===== config.mk =====
export PLATFORM = sky130hd
export DESIGN_NAME = mlp_neuron_pu
export DESIGN_NICKNAME = d
export VERILOG_FILES = /design/src/rtl/mlp_pkg.sv /design/src/rtl/sm_mult.sv /design/src/rtl/mlp_neuron_pu.sv
export SDC_FILE = /design/constraint.sdc
export NUM_CORES = 1
export LEC_CHECK = 0
export CORE_AREA = 2 2 397 399
export DETAILED_ROUTE_END_ITERATION = 8
export DIE_AREA = 0 0 399 401
export GPL_ROUTABILITY_DRIVEN = 0
export PLACE_DENSITY_LB_ADDON = 0.25
export RECOVER_POWER = 100
export REMOVE_ABC_BUFFERS = 1
export SKIP_CTS_REPAIR_TIMING = 1
export SLEW_MARGIN = 5
export SYNTH_ARGS = -nofsm -noshare
export SYNTH_HDL_FRONTEND = slang
export SYNTH_SLANG_ARGS = --single-unit
export TNS_END_PERCENT = 10

===== constraint.sdc =====
create_clock -name clk -period 25.9 [get_ports clk]
set_input_delay 3.885 -clock clk [delete_from_list [all_inputs] [get_ports clk]]
set_output_delay 3.885 -clock clk [all_outputs]
set_load 0.03 [all_outputs]

===== src/rtl/mlp_pkg.sv =====
// Shared constants, types and helpers for the MLP neuron processing unit.
package mlp_pkg;

    localparam int unsigned N_INPUTS  = 62;
    localparam int unsigned DW        = 8;
    localparam int unsigned ACC_W     = 24;
    localparam int unsigned FRAC_BITS = 7;
    localparam int unsigned MAG_W     = DW - 1;
    localparam int unsigned PROD_W    = 2 * MAG_W + 1;
    localparam int unsigned IDX_W     = $clog2(N_INPUTS);

    typedef enum logic [1:0] {
        IDLE = 2'd0,
        MAC  = 2'd1,
        FIN  = 2'd2,
        DONE = 2'd3
    } state_t;

    typedef struct packed {
        logic             sign;
        logic [MAG_W-1:0] mag;
    } sm_t;

    // Sign-magnitude Q0.7 value aligned to Q0.14 in two's complement; -0 maps to +0.
    function automatic logic [ACC_W-1:0] sm_to_q14(input sm_t x);
        logic [ACC_W-1:0] mag_q14;
        mag_q14 = ACC_W'(x.mag) << FRAC_BITS;
        return x.sign ? (ACC_W'(0) - mag_q14) : mag_q14;
    endfunction

endpackage


===== src/rtl/sm_mult.sv =====
// Sign-magnitude DW x DW multiplier producing a signed two's-complement Q0.14 product.
module sm_mult
    import mlp_pkg::*;
(
    input  sm_t                      a,
    input  sm_t                      w,
    output logic signed [PROD_W-1:0] prod_c
);

    logic [2*MAG_W-1:0] mag_c;
    logic               neg_c;

    // A zero magnitude yields +0 regardless of operand signs.
    always_comb begin
        mag_c  = (2*MAG_W)'(a.mag) * (2*MAG_W)'(w.mag);
        neg_c  = (a.sign ^ w.sign) && (mag_c != '0);
        prod_c = neg_c ? -$signed({1'b0, mag_c}) : $signed({1'b0, mag_c});
    end

endmodule


===== src/rtl/mlp_neuron_pu.sv =====
// Single MLP neuron: serial 62-term sign-magnitude MAC, bias, scale back to Q0.7.
// Macro PU_RELU_EN selects ReLU output; otherwise the output is linear sign-magnitude.
module mlp_neuron_pu
    import mlp_pkg::*;
(
    input  logic                   clk,
    input  logic                   rst,
    input  logic                   start,
    input  logic [N_INPUTS*DW-1:0] inp,
    input  logic [N_INPUTS*DW-1:0] weights,
    input  logic [DW-1:0]          bias,
    output logic [DW-1:0]          result,
    output logic                   ready
);

    localparam logic [IDX_W-1:0] LAST_IDX = IDX_W'(N_INPUTS - 1);
    localparam logic [ACC_W-1:0] MAG_MAX  = ACC_W'((1 << MAG_W) - 1);

    state_t                   state;
    logic [ACC_W-1:0]         acc;
    logic [IDX_W-1:0]         idx;

    sm_t                      a_el_c;
    sm_t                      w_el_c;
    logic signed [PROD_W-1:0] prod_c;
    logic [ACC_W-1:0]         mac_sum_c;
    logic [ACC_W-1:0]         fin_sum_c;
    logic [ACC_W-1:0]         abs_c;
    logic [ACC_W-1:0]         shifted_c;
    logic [MAG_W-1:0]         m_c;
    logic                     neg_c;
    logic [DW-1:0]            act_c;

    // Inputs are read live; the current element is selected by idx.
    assign a_el_c = sm_t'(inp[DW*idx +: DW]);
    assign w_el_c = sm_t'(weights[DW*idx +: DW]);

    sm_mult u_mult (
        .a      (a_el_c),
        .w      (w_el_c),
        .prod_c (prod_c)
    );

    // Accumulate, add the aligned bias, then truncate |sum| toward zero and saturate.
    always_comb begin
        mac_sum_c = acc + {{(ACC_W-PROD_W){prod_c[PROD_W-1]}}, prod_c};
        fin_sum_c = acc + sm_to_q14(sm_t'(bias));
        neg_c     = fin_sum_c[ACC_W-1];
        abs_c     = neg_c ? (ACC_W'(0) - fin_sum_c) : fin_sum_c;
        shifted_c = abs_c >> FRAC_BITS;
        m_c       = (shifted_c > MAG_MAX) ? MAG_W'(MAG_MAX) : shifted_c[MAG_W-1:0];
`ifdef PU_RELU_EN
        act_c     = (neg_c || (fin_sum_c == '0)) ? DW'(0) : {1'b0, m_c};
`else
        act_c     = {neg_c && (m_c != '0), m_c};
`endif
    end

    always_ff @(posedge clk) begin
        if (rst) begin
            state  <= IDLE;
            result <= '0;
            ready  <= 1'b0;
            acc    <= '0;
            idx    <= '0;
        end else begin
            case (state)
                IDLE, DONE: begin
                    if (start) begin
                        state <= MAC;
                        acc   <= '0;
                        idx   <= '0;
                        ready <= 1'b0;
                    end
                end
                MAC: begin
                    acc <= mac_sum_c;
                    if (idx == LAST_IDX) begin
                        state <= FIN;
                    end else begin
                        idx <= idx + IDX_W'(1);
                    end
                end
                FIN: begin
                    result <= act_c;
                    ready  <= 1'b1;
                    state  <= DONE;
                end
                default: state <= IDLE;
            endcase
        end
    end

endmodule


# After elaboration in Yosys (flattened, before gate mapping)
# Cells that the tools add are included.
# totals
output_inout_bits,9
in_bits,1003
reg_bits,41
# op_classes
add_sub_neg,6
bitwise,1
n_mux,14
n_mul,1
n_shift,2
n_lt_le_gt_ge,1
reduce_logical,12
eq_ne,7
# op_table
cell,n
variable part select 496 x 10 -> 8 bit,2
2-to-1 mux 24 bit,3
adder 24 bit,2
case mux 24 bit (2 select lines),1
"subtractor 1 x 24 -> 24 bit, first input constant",1
"greater-than comparator 17 x 7 -> 1 bit, second input constant",1
2-to-1 mux 15 bit,1
negation 14 -> 15 bit,1
"subtractor 1 x 14 -> 15 bit, first input constant",1
multiplier 7 x 7 -> 14 bit,1
nonzero test 14 bit,1
2-to-1 mux 6 bit,2
case mux 6 bit (2 select lines),1
2-to-1 mux 7 bit,1
nonzero test 7 bit,1
"adder 6 x 1 -> 6 bit, second input constant",1
"equality test 6 bit, second input constant",1
"!= test 2 bit, second input constant",3
case mux 2 bit (3 select lines),1
AND reduction 2 bit,3
"equality test 2 bit, second input constant",2
2-to-1 mux 2 bit,2
nonzero test 2 bit,2
AND reduction 3 bit,1
other kinds (7),8

# Logic depth before layout (Yosys ltp)
# logic_depth
word_depth,9
depth_mapped,46
depth_no_buf,39

# Cells and area by module
# From an unflattened synthesis, not the netlist that was laid out.
# unflattened
hier_cells,1381
hier_area_um2,13997.2
# by_module_without_submodules
mod,instances,area_each_um2,seq_area_each_um2,cells_each
mlp_neuron_pu,1,11960.2,820.8,1134
sm_mult,1,2037.0,0.0,247

# Worst setup path after synthesis
# OpenSTA, ideal clock, no wires.
# synth_path
path_type,input-to-reg
start,input port weights[315]
end,register acc[16]
path_slack_ps,13006
cell_stages,34
arrival_time_ps,12777
setup_ps,117
required_time_ps,25783
cell_sequence,mux4_2 mux4_2 mux2i_1 nor2_1 a31oi_1 nor2_1 fa_1 inv_1 fa_1 inv_1 fa_1 inv_1 fa_1 inv_1 ha_1 nor2_1 o21ai_1 a221o_1 o31a_1 or4b_4 o311ai_4 buf_2 a21oi_1 xnor2_1 ha_1 a21oi_1 a21oi_1 a2111oi_0 nor3_1 a2111oi_0 nand2_1 o31ai_1 o21bai_1 a22o_1
# synth_between
elab_chain_cells,7
word_cells_on_any_way,8
# synth_lines
item,line_no,text
"start, declared",mlp_neuron_pu.sv:10,"input logic [N_INPUTS*DW-1:0] weights,"
variable part select 496 x 10 -> 8 bit (*),mlp_neuron_pu.sv:36,assign w_el_c = sm_t'(weights[DW*idx +: DW]);
multiplier 7 x 7 -> 14 bit (*),sm_mult.sv:15,mag_c = (2*MAG_W)'(a.mag) * (2*MAG_W)'(w.mag);
branches (longest 2 deep; another with negation 14 -> 15 bit),n/a,
2-to-1 mux 15 bit (*),sm_mult.sv:17,"prod_c = neg_c ? -$signed({1'b0, mag_c}) : $signed({1'b0, mag_c});"
adder 24 bit (*),mlp_neuron_pu.sv:46,"mac_sum_c = acc + {{(ACC_W-PROD_W){prod_c[PROD_W-1]}}, prod_c};"
case mux 24 bit (2 select lines) (*),mlp_neuron_pu.sv:67,case (state)
"end signal, assigned",mlp_neuron_pu.sv:77,acc <= mac_sum_c;
"end, declared",mlp_neuron_pu.sv:20,logic [ACC_W-1:0] acc;
# Mark *: on every way between the ends.
# A chain may end at the register's enable or synchronous reset.

# Worst setup path in the final report
# layout_path
start,input port weights[259]
end,register acc[23]
# The elaborated chain is that of the path after synthesis.

==> reports/metrics.yaml <==
critPathKind: "in2reg"
fin_tns_setup_ns: 0
tritoncts: "done"
yosys_warnings: 0
worstMarginPinSlew_ns: 3.37
cpPeakStageDelay_ns: 2.59
cp-end-kind: "register"
grt_usage: 0.127
hold_class: "reg2reg"
first_global_vias: 17500
clock-sinks: 41
ant_nets: 0
avgSynthCellArea_um2: 9.75
grt_max_degree: 69
syn_area_um2: 13800
peakVddDrop_v: 0.0000991
min_period_over_period: 0.676
grt_pass1_wl_um: 142000
required_ns: 26.14
wl_um: 106000
start_util: 0.0887
synth_top_area_frac: 0.346
wire_per_inst_um: 24.0
slew_headroom: -1.27
ios: 1012
worstPathMaxFanout: 18
rows: 145
async_reset_ff_frac: 0
period_needed_ns: 17.51
die_h_um: 401
syn_inst: 1416
num-nets-final: 3466
yosysSeqAreaShare: 0.0594
die_w_um: 399
seqCellArea_um2: 838
fin_area_um2: 26400
status: "finished with violations"
leakagePower_nw: 9.01
max_cap_violations: 2
rsz0062_at_grt: "false"
vias_per_cell: 3.68
cts_max_level: 2
drt-initial-drc-count: 961
slew_violations: 51
vias: 16300
multi_input_area_um2: 12200
ys.flop_type: "dfxtp_1"
synth_edf_count: 0
violations: "max-capacitance violations, max-slew violations"
die_area_um2: 160000
synthTopCellsByArea: "mux4_2 35%, mux2i_1 9.6%, ha_1 6.7%"
worstPathArrival_ns: 17.76
insertion_delay_ns: 0.30
p_per_area_nw_per_um2: 85.9
max_freq_mhz: 57.1
synth_seq_cells: 41
synth_top_area_cell: "mux4_2"
clockBufferDepth: 2
antenna_found_initial: 52
cp_slowest_cell: "o311ai_0"
hold_violations: 0
synth_cell_types: 79
fill_cells: 17500
area_delta_synth_final_pct: 91.3
io_buffers: 1011
placedInstanceArea_um2: 26300
place_hpwl_um: 92100
root_buffer: "clkbuf_16"
grt-ovfl-total: 0
clk_pin_slew_ns: 0.06
setup_violations: 0
finalClockSkew_ns: 0.00586
numCtsBuffers: 5
core_area_um2: 156000
drc_errors: 0
firstDrtPassIters: 5
drive_above_1_share: 0.120
final_common_cell: "clkdlybuf4s50_1"
cp-start-kind: "input pin"
final_cell_mix: "999 x clkdlybuf4s50_1, 212 x mux4_2, 132 x mux2i_1, 96 x nor2_1, 92 x nand2_1"
## cells in the mapped netlist, types with 11 or more instances
cell type and count:
a21oi_1 83, nand3_1 21, xnor2_1 35, nor2_1 96
mux2i_1 132, nor2b_1 16, nand2_1 92, or3_1 11
clkbuf_1 52, o221ai_1 17, buf_2 18, o211ai_1 18
o22ai_1 26, mux4_2 212, a22oi_1 17, xor2_1 26
dfxtp_1 41, nor3_1 17, a211oi_1 31, ha_1 74
fa_1 26, and2_1 30, buf_6 11, buf_4 22
inv_1 49, nand2b_1 16, o21ai_0 68, a21o_1 11
## sequential cells by signal, summed over array words and instances, names as in the netlist
| signal | cells |
|---|---|
| acc | 24 |
| ready | 1 |
| result | 8 |
| state | 2 |
| idx | 6 |
## area by class of cell
| class | count | area share |
|---|---|---|
| multi-input cells | 1214 | 0.461 |
| inverters | 51 | 0.00748 |
| diodes | 14 | 0.00133 |
| clock inverters | 1 | 0.000284 |
| well taps | 2058 | 0.0975 |
| flip-flops and latches | 41 | 0.0317 |
| clock buffers | 7 | 0.00620 |
| repair buffers | 1050 | 0.394 |
## power breakdown
group / switching, mW / internal [mW]
registers: 0.0329 / 0.0807
clock network: 0.0283 / 0.0443
logic: 1.10 / 0.979
total: 1.16 / 1.10
## metal layers
layer,GRT usage,part of all wire
met1,0.161,0.42
met2,0.219,0.49
met3,0.0300,0.075
met4,0.0198,0.015
met5,0,0.0014
## logic make-up after synthesis
kind of cell / after synthesis / synth area share
adder cells (fa/ha/maj): 100 / 0.105
multiplexers: 348 / 0.445
AO/OA/AOI/OAI: 358 / 0.172
flip-flops: 41 / 0.0594
XOR/XNOR: 61 / 0.0387
AND/OR/NAND/NOR: 347 / 0.123
buffers and inverters: 161 / 0.0575
## final timing paths
check	start	endpoint	slack, ns	cells past startpoint
max	weights[259]	acc[23]$_SDFFE_PP0P_	8.39	35
min reg2reg	result[6]$_SDFFE_PP0P_	result[6]$_SDFFE_PP0P_	0.48	2
max reg2reg	idx[1]$_SDFFE_PP0P_	acc[23]$_SDFFE_PP0P_	10.12	37
min	result[6]$_SDFFE_PP0P_	result[6]$_SDFFE_PP0P_	0.48	2
## metrics by stage
stage          setup slack [ns]  hold slack (ns)  utilization  instances  power, mW
2_1_floorplan              5.31            0.449            -       1306       1.80
3_3_place_gp              11.22            0.483        0.169       4414       2.25
3_5_place_dp              11.48            0.482        0.169       4414       2.23
4_1_cts                   11.79            0.491        0.170       4422       2.32
5_1_grt                    7.05            0.520        0.170       4429       2.53
6_report                   8.39            0.483        0.170       4436       2.27
## worst max-delay path, delay by kind of cell
kind / cells / cell delay [ns]
AOI/OAI and AO/OA: 13 / 5.79
adders and majority gates: 6 / 2.68
buffers and inverters: 6 / 2.14
and+or+nand+nor: 7 / 1.99
muxes: 3 / 1.25
Power figures use the tool's default switching activity.
